`config.mk`:
```
export PLATFORM = sky130hd
export DESIGN_NAME = button_debouncer
export DESIGN_NICKNAME = d
export VERILOG_FILES = /design/src/rtl/debounce_pkg.sv /design/src/rtl/synchronizer.sv /design/src/rtl/button_debouncer.sv
export SDC_FILE = /design/constraint.sdc
export NUM_CORES = 1
export LEC_CHECK = 0
export ABC_AREA = 1
export CORE_ASPECT_RATIO = 2
export CORE_MARGIN = 2
export CORE_UTILIZATION = 40
export CTS_BUF_LIST = sky130_fd_sc_hd__clkbuf_2
export DETAILED_ROUTE_END_ITERATION = 7
export SLEW_MARGIN = 20
export SYNTH_ARGS = -nofsm -noshare
export SYNTH_HDL_FRONTEND = slang
export SYNTH_HIERARCHICAL = 1
export SYNTH_SLANG_ARGS = --single-unit
```
`constraint.sdc`:
```
create_clock -name clk_i -period 1.4 [get_ports clk_i]
set_input_delay 0.14 -clock clk_i [delete_from_list [all_inputs] [get_ports clk_i]]
set_output_delay 0.14 -clock clk_i [all_outputs]
set_load 0.02 [all_outputs]
```
`src/rtl/debounce_pkg.sv`:
```
// Shared types and defaults for the pushbutton debouncer.
package debounce_pkg;

  typedef enum logic [1:0] {
    IDLE         = 2'd0,
    PRESS_WAIT   = 2'd1,
    PRESSED      = 2'd2,
    RELEASE_WAIT = 2'd3
  } state_t;

  localparam int DEBOUNCE_CYCLES_DEF = 1_000_000;
  localparam int SYNC_STAGES_DEF     = 2;

endpackage

```
`src/rtl/synchronizer.sv`:
```
// Multi-flop synchroniser for a single asynchronous bit; clears to 0 on reset.
module synchronizer #(
  parameter int STAGES = 2
) (
  input  logic clk_i,
  input  logic rst_i,
  input  logic d_i,
  output logic q_o
);

  logic [STAGES-1:0] sync_q;

  always_ff @(posedge clk_i) begin
    if (rst_i) begin
      sync_q <= '0;
    end else begin
      sync_q <= {sync_q[STAGES-2:0], d_i};
    end
  end

  assign q_o = sync_q[STAGES-1];

endmodule

```
`src/rtl/button_debouncer.sv`:
```
// Debounces a raw pushbutton into a clean level plus one-cycle press/release pulses.
//
//   state        | meaning
//   IDLE         | released and stable, level 0
//   PRESS_WAIT   | input high, counting stable cycles, level 0
//   PRESSED      | pressed and stable, level 1
//   RELEASE_WAIT | input low, counting stable cycles, level 1
module button_debouncer
  import debounce_pkg::*;
#(
  parameter int DEBOUNCE_CYCLES = DEBOUNCE_CYCLES_DEF,
  parameter int SYNC_STAGES     = SYNC_STAGES_DEF
) (
  input  logic clk_i,
  input  logic rst_i,
  input  logic btn_i,
  output logic btn_level_o,
  output logic press_pulse_o,
  output logic release_pulse_o
);

  localparam int              CNT_W    = $clog2(DEBOUNCE_CYCLES);
  localparam logic [CNT_W-1:0] CNT_LAST = CNT_W'(DEBOUNCE_CYCLES - 1);

  logic             btn_s;
  state_t           state_q;
  logic [CNT_W-1:0] cnt_q;
  logic [CNT_W-1:0] cnt_d;
  logic             level_q;
  logic             press_q;
  logic             release_q;

  synchronizer #(
    .STAGES(SYNC_STAGES)
  ) u_sync_btn (
    .clk_i(clk_i),
    .rst_i(rst_i),
    .d_i  (btn_i),
    .q_o  (btn_s)
  );

  always_comb begin
    cnt_d = cnt_q + CNT_W'(1);
  end

  // The terminal count always forces a state exit, so cnt_q never wraps.
  always_ff @(posedge clk_i) begin
    if (rst_i) begin
      state_q   <= IDLE;
      cnt_q     <= '0;
      level_q   <= 1'b0;
      press_q   <= 1'b0;
      release_q <= 1'b0;
    end else begin
      press_q   <= 1'b0;
      release_q <= 1'b0;
      unique case (state_q)
        IDLE: begin
          cnt_q <= '0;
          if (btn_s) begin
            state_q <= PRESS_WAIT;
          end
        end
        PRESS_WAIT: begin
          if (!btn_s) begin
            state_q <= IDLE;
            cnt_q   <= '0;
          end else if (cnt_q == CNT_LAST) begin
            state_q <= PRESSED;
            cnt_q   <= '0;
            level_q <= 1'b1;
            press_q <= 1'b1;
          end else begin
            cnt_q <= cnt_d;
          end
        end
        PRESSED: begin
          cnt_q <= '0;
          if (!btn_s) begin
            state_q <= RELEASE_WAIT;
          end
        end
        RELEASE_WAIT: begin
          if (btn_s) begin
            state_q <= PRESSED;
            cnt_q   <= '0;
          end else if (cnt_q == CNT_LAST) begin
            state_q   <= IDLE;
            cnt_q     <= '0;
            level_q   <= 1'b0;
            release_q <= 1'b1;
          end else begin
            cnt_q <= cnt_d;
          end
        end
        default: begin
          state_q <= IDLE;
          cnt_q   <= '0;
          level_q <= 1'b0;
        end
      endcase
    end
  end

  assign btn_level_o     = level_q;
  assign press_pulse_o   = press_q;
  assign release_pulse_o = release_q;

endmodule

```
==> results.sh, run 1 <==
export IMPL_synthesis_nets=202
export IMPL_grt_pass1_vias=1359
export IMPL_syn_area_per_cell_um2=7.52
export IMPL_ys_seq_area_share_pct=36.3
export IMPL_power_leakage_uw=0.000716
export IMPL_synth_area_leader_cell="dfxtp_1"
export IMPL_hpwl_um=3000
export IMPL_cts_hold_buf=0
export IMPL_seqCellArea_um2=563
export IMPL_firstDrtPassIters=4
export IMPL_clkSinkCount=27
export IMPL_dieArea_um2=4260
export IMPL_drv_slew=0
export IMPL_fmax_mhz=740
export IMPL_required_ps=1680
export IMPL_synth_edf_count=0
export IMPL_fin_skew_ps=13.0
export IMPL_pre_cts_ws_ps=-4.31
export IMPL_gp_congestion=0.866
export IMPL_track_usage_pct=19.3
export IMPL_min_period_ps=1350
export IMPL_drive_gt1_share_pct=42.9
export IMPL_ant_nets=0
export IMPL_rsz0062_at_grt="yes"
export IMPL_cp_start_kind="flop"
export IMPL_root_buffer="clkbuf_2"
export IMPL_hold_class="in2reg"
export IMPL_setup_viol=0
export IMPL_setup_ws_ps=49.1
export IMPL_start_util_pct=41.3
export IMPL_nNetsFinal=236
export IMPL_ys_top_cells_by_area="dfxtp_1 36%, nand2_1 9.6%, inv_1 6.3%"
export IMPL_arrival_ps=1630
export IMPL_power_density_nw_per_um2=588
export IMPL_synthDominantCellAreaShare_pct=36.3
export IMPL_grt_antenna_before_repair=0
export IMPL_netlist_instances=198
export IMPL_crit_chain="ha_4 > nand2_4 > nor2_4 > nand3_4 > nor2_4 > nand4_1 > nor3b_2"
export IMPL_status="finished clean"
export IMPL_post_route_util_pct=52.5
export IMPL_grt_max_degree=16
export IMPL_total_power_uw=1110
export IMPL_grt_overflow_total=0
export IMPL_ys_ff_latch=27
export IMPL_cts_clk_slew_worst_paths_ps=240
export IMPL_drv_cap=0
export IMPL_synth_ff_type="dfxtp_1"
export IMPL_antenna_cells=0
export IMPL_totalWireLength_um=3640
export IMPL_cts_tree="done"
export IMPL_drtIter0Drc=30
export IMPL_cts_max_path_buffers=2
export IMPL_die_width_um=47.1
export IMPL_crit_path_max_fanout=4
export IMPL_h_tree_depth=1
export IMPL_numPortBuffers=5
export IMPL_ios=6
export IMPL_yosysUniqueCellTypes=28
export IMPL_crit_path_end_kind="flop"
export IMPL_multi_input_area_um2=898
export IMPL_relSlewSlack_pct=82.0
export IMPL_wl_per_cell_um=13.0
export IMPL_clk_latency_ps=360
export IMPL_cts_made_buffers=3
export IMPL_grt_pass1_wl_um=5880
export IMPL_period_share_pct=96.5
export IMPL_syn2layout_area_growth_pct=27.1
export IMPL_via_count=1346
export IMPL_cpPeakStageDelay_ps=420
export IMPL_synth_commonest_cells="38 x nand2_1, 27 x dfxtp_1, 25 x inv_1, 25 x nor2_1, 14 x nor2_2"
export IMPL_fillerInstances=351
export IMPL_drc=0
export IMPL_fin_area_um2=1890
export IMPL_placed_area_um2=1760
export IMPL_vias_per_cell=4.81
export IMPL_yosysMostFrequentCell="nand2_1"
export IMPL_syn_area_um2=1490
export IMPL_setup_tns_ps=0
export IMPL_hold_viol=0
export IMPL_synth_yosys_warnings=6
export IMPL_crit_top_cell="nor2_4"
export IMPL_crit_slowest_cell="dfxtp_2"
export IMPL_core_um2=3610
export IMPL_rows=31
export IMPL_max_slew_worst_pin_slew_ps=270
export IMPL_die_h_um=90.3
export IMPL_setup_worst_path_class="reg2reg"
export IMPL_ir_drop_mv=0.774
export IMPL_async_flop_share_pct=0
worst max-delay path: cells and delay by family (launching register included):
family	cells	cell delay, ps
adder cells (fa/ha/maj)	1	170
AND/OR/NAND/NOR	6	690
flip-flops	1	420
sequential cells by signal (all words and copies together) (netlist names), named ones only:
register / cells
state_q: 1
cnt_q: 20
press_pulse_o: 1
u_sync_btn/sync_q: 2
btn_level_o: 1
release_pulse_o: 1
what timing repair did:
action / 4_1_cts / 5_1_grt
endpoints found under the hold margin: 0 / 0
resized for setup: 10 / 28
setup endpoints to repair: 8 / 19
buffers inserted: 0 / 1
pin swaps: 1 / 5
kinds of logic (layout without fill, tap and decap cells):
group           after synthesis  count (layout)  synth area share (%)
simple gates                122             122                  46.0
buf+inv                      31              64                  8.91
flops                        27              27                  36.3
compound gates               11              11                  4.45
xor+xnor                      6               6                  3.53
fa+ha+maj                     1               1                 0.840
final timing paths:
path | startpoint | to | slack [ps] | cells past startpoint
max | cnt_q[0]$_SDFF_PP0_ | cnt_q[16]$_SDFF_PP0_ | 50 | 7
min | btn_i | u_sync_btn/sync_q[0]$_SDFF_PP0_ | 270 | 3
max reg2reg | cnt_q[0]$_SDFF_PP0_ | cnt_q[16]$_SDFF_PP0_ | 50 | 7
min reg2reg | u_sync_btn/sync_q[0]$_SDFF_PP0_ | u_sync_btn/sync_q[1]$_SDFF_PP0_ | 410 | 2
layout make-up:
class / instances / share of cell area [%]
Clock buffer: 3 / 0.793
Multi-Input combinational cell: 140 / 47.5
Sequential cell: 27 / 29.7
Inverter: 30 / 5.95
Timing Repair Buffer: 30 / 12.6
Clock inverter: 1 / 0.264
Tap cell: 49 / 3.24
layout by cell type (no fill, tap or decap):
cell type	synthesis	final
clkdlybuf4s50_1	0	2
a21oi_2	1	1
nand2_1	38	35
dfxtp_2	0	15
clkinv_2	0	1
o21ai_0	3	2
nand2_2	1	3
xor2_1	5	4
nand3_2	4	5
o21ai_2	1	1
nand3_1	11	10
dlygate4sd2_1	0	3
nand4_1	4	4
nor3_4	1	3
xnor2_1	1	1
nor2_1	25	22
buf_4	0	24
inv_1	25	25
nand3_4	2	2
nor3_1	9	6
ha_4	0	1
clkbuf_2	0	3
a21oi_1	5	5
o21ai_1	0	1
nor2_4	4	5
dfxtp_4	0	1
dfxtp_1	27	11
xor2_2	0	1
buf_6	0	1
o21a_2	1	1
nor2_2	14	16
nor3b_2	1	2
clkinv_1	1	1
nor3_2	6	7
inv_2	4	4
nand2_4	0	1
nand4_2	1	1
metal layers:
layer / track usage (%) / vias to the layer above / routed length [um]
met5: 0 / - / 0
met4: 16.2 / 0 / 314
met3: 1.80 / 18 / 58
met2: 32.9 / 31 / 2060
met1: 18.5 / 607 / 1200
li1: - / 690 / -
metrics by stage:
stage | hold slack (ps) | cells
6_report | 267 | 280
5_1_grt | 258 | 280
4_1_cts | 263 | 279
3_5_place_dp | 408 | 275
3_3_place_gp | 408 | 275
2_1_floorplan | 211 | 198
report_power, final:
| part | internal (uW) | total, uW | switching [uW] |
|---|---|---|---|
| sequential | 775 | 781 | 6.01 |
| clock | 64.8 | 300 | 235 |
| combinational | 15.1 | 31.9 | 16.8 |
| total | 855 | 1110 | 258 |
Power figures use the tool's default switching activity.
==> run 2, diff against run 1 <==
Settings changed: PLACE_DENSITY_LB_ADDON set to 0.05.
==> results.sh, run 2 (same netlist as run 1, synthesis figures left out) <==
export IMPL_wl_per_cell_um=13.2
export IMPL_h_tree_depth=1
export IMPL_fmax_mhz=692
export IMPL_power_density_nw_per_um2=592
export IMPL_start_util_pct=41.3
export IMPL_crit_path_end_kind="flop"
export IMPL_ios=6
export IMPL_cp_start_kind="flop"
export IMPL_drc=0
export IMPL_fin_skew_ps=31.1
export IMPL_rsz0062_at_grt="yes"
export IMPL_required_ps=1710
export IMPL_dieArea_um2=4260
export IMPL_setup_ws_ps=-44.3
export IMPL_critPathBufInv=2
export IMPL_numPortBuffers=5
export IMPL_cpPeakStageDelay_ps=390
export IMPL_syn2layout_area_growth_pct=29.2
export IMPL_root_buffer="clkbuf_2"
export IMPL_cts_max_path_buffers=2
export IMPL_crit_slowest_cell="dfxtp_1"
export IMPL_violations="negative setup slack"
export IMPL_final_common_cell="nand2_1"
export IMPL_track_usage_pct=19.9
export IMPL_crit_chain="buf_4 > nor2_1 > nand2_1 > nor2_1 > nand3_4 > nand3_4 > buf_4 > nor2_2"
export IMPL_top_regs="cnt_q (20), u_sync_btn/sync_q (2)"
export IMPL_top_register="cnt_q"
export IMPL_grt_pass1_wl_um=6090
export IMPL_hold_viol=0
export IMPL_nNetsFinal=238
export IMPL_min_period_ps=1440
export IMPL_largest_reg_flops=20
export IMPL_die_h_um=90.3
export IMPL_firstDrtPassIters=4
export IMPL_hpwl_um=2930
export IMPL_hold_class="in2reg"
export IMPL_crit_path_max_fanout=6
export IMPL_drv_slew=0
export IMPL_totalWireLength_um=3730
export IMPL_cts_hold_buf=0
export IMPL_die_width_um=47.1
export IMPL_core_um2=3610
export IMPL_cts_made_buffers=3
export IMPL_post_route_util_pct=53.3
export IMPL_rows=31
export IMPL_clk_latency_ps=400
export IMPL_gp_congestion=0.892
export IMPL_regToRegSetupSlack_ps=-40
export IMPL_period_share_pct=103
export IMPL_whs_ps=255
export IMPL_status="finished, violations left"
export IMPL_drive_gt1_share_pct=40.3
export IMPL_power_leakage_uw=0.000707
export IMPL_setup_viol=11
export IMPL_relSlewSlack_pct=81.1
export IMPL_ant_nets=0
export IMPL_setup_worst_path_class="reg2reg"
export IMPL_grt_max_degree=16
export IMPL_grt_overflow_total=0
export IMPL_total_power_uw=1140
export IMPL_crit_family="simple AND/OR/NAND/NOR gates"
export IMPL_ir_drop_mv=0.500
export IMPL_antenna_cells=0
export IMPL_arrival_ps=1760
export IMPL_final_cell_mix="36 x nand2_1, 25 x inv_1, 24 x buf_4"
export IMPL_drtIter0Drc=40
export IMPL_via_count=1390
export IMPL_cts_tree="done"
export IMPL_max_slew_worst_pin_slew_ps=281
export IMPL_clkSinkCount=27
export IMPL_drv_cap=0
export IMPL_fillerInstances=374
export IMPL_vias_per_cell=4.93
export IMPL_grt_pass1_vias=1352
export IMPL_cts_clk_slew_worst_paths_ps=290
export IMPL_grt_antenna_before_repair=0
## run 2: final cells by class
| class | instances | area (um^2) | area share, % |
|---|---|---|---|
| Multi-Input combinational cell | 140 | 891 | 46.3 |
| Clock inverter | 1 | 5.00 | 0.260 |
| Tap cell | 49 | 61.3 | 3.19 |
| Clock buffer | 3 | 15.0 | 0.781 |
| Sequential cell | 27 | 556 | 28.9 |
| Inverter | 30 | 113 | 5.86 |
| Timing Repair Buffer | 32 | 283 | 14.7 |
## run 2: metrics by stage
stage               instances  setup TNS [ps]  setup WS (ps)  instance area [um^2]
floorplan                 198               0           40.2                  1490
CTS                       279           -82.6          -38.1                  1810
finish                    282            -200          -44.3                  1920
global placement          272            -179           -101                  1750
global route              282           -1610           -102                  1920
detailed placement        272            -124          -56.6                  1750
## run 2: worst paths after layout
check	startpoint	to	depth (start not counted)
worst max-delay path	cnt_q[7]$_SDFF_PP0_	cnt_q[17]$_SDFF_PP0_	8
worst min-delay path	btn_i	u_sync_btn/sync_q[0]$_SDFF_PP0_	3
worst max register to register	cnt_q[7]$_SDFF_PP0_	cnt_q[17]$_SDFF_PP0_	8
worst min register to register	u_sync_btn/sync_q[0]$_SDFF_PP0_	u_sync_btn/sync_q[1]$_SDFF_PP0_	2
## run 2: layer usage
layer	track usage (%)	wire length, um	vias up
li1	-	-	696
met1	21.6	1310	663
met2	35.6	2220	21
met3	2.60	72	10
met4	8.10	131	0
met5	0	0	-
## run 2: worst register-to-register path, stage by stage, from the launching register on
cell and delay [ps]:
dfxtp_1 390, buf_4 140, nor2_1 110, nand2_1 70, nor2_1 180, nand3_4 110
nand3_4 140, buf_4 170, nor2_2 40
## run 2: timing repair
action	in CTS	in global routing
gates resized for setup	9	21
pin swaps	3	9
gates cloned	0	1
setup endpoints to repair	7	24
buffers inserted	3	2
## run 2: power by group
| group | total [uW] | internal (uW) | switching [uW] |
|---|---|---|---|
| Clock | 321 | 64.6 | 256 |
| Combinational | 34.5 | 16.1 | 18.3 |
| Sequential | 783 | 777 | 6.04 |
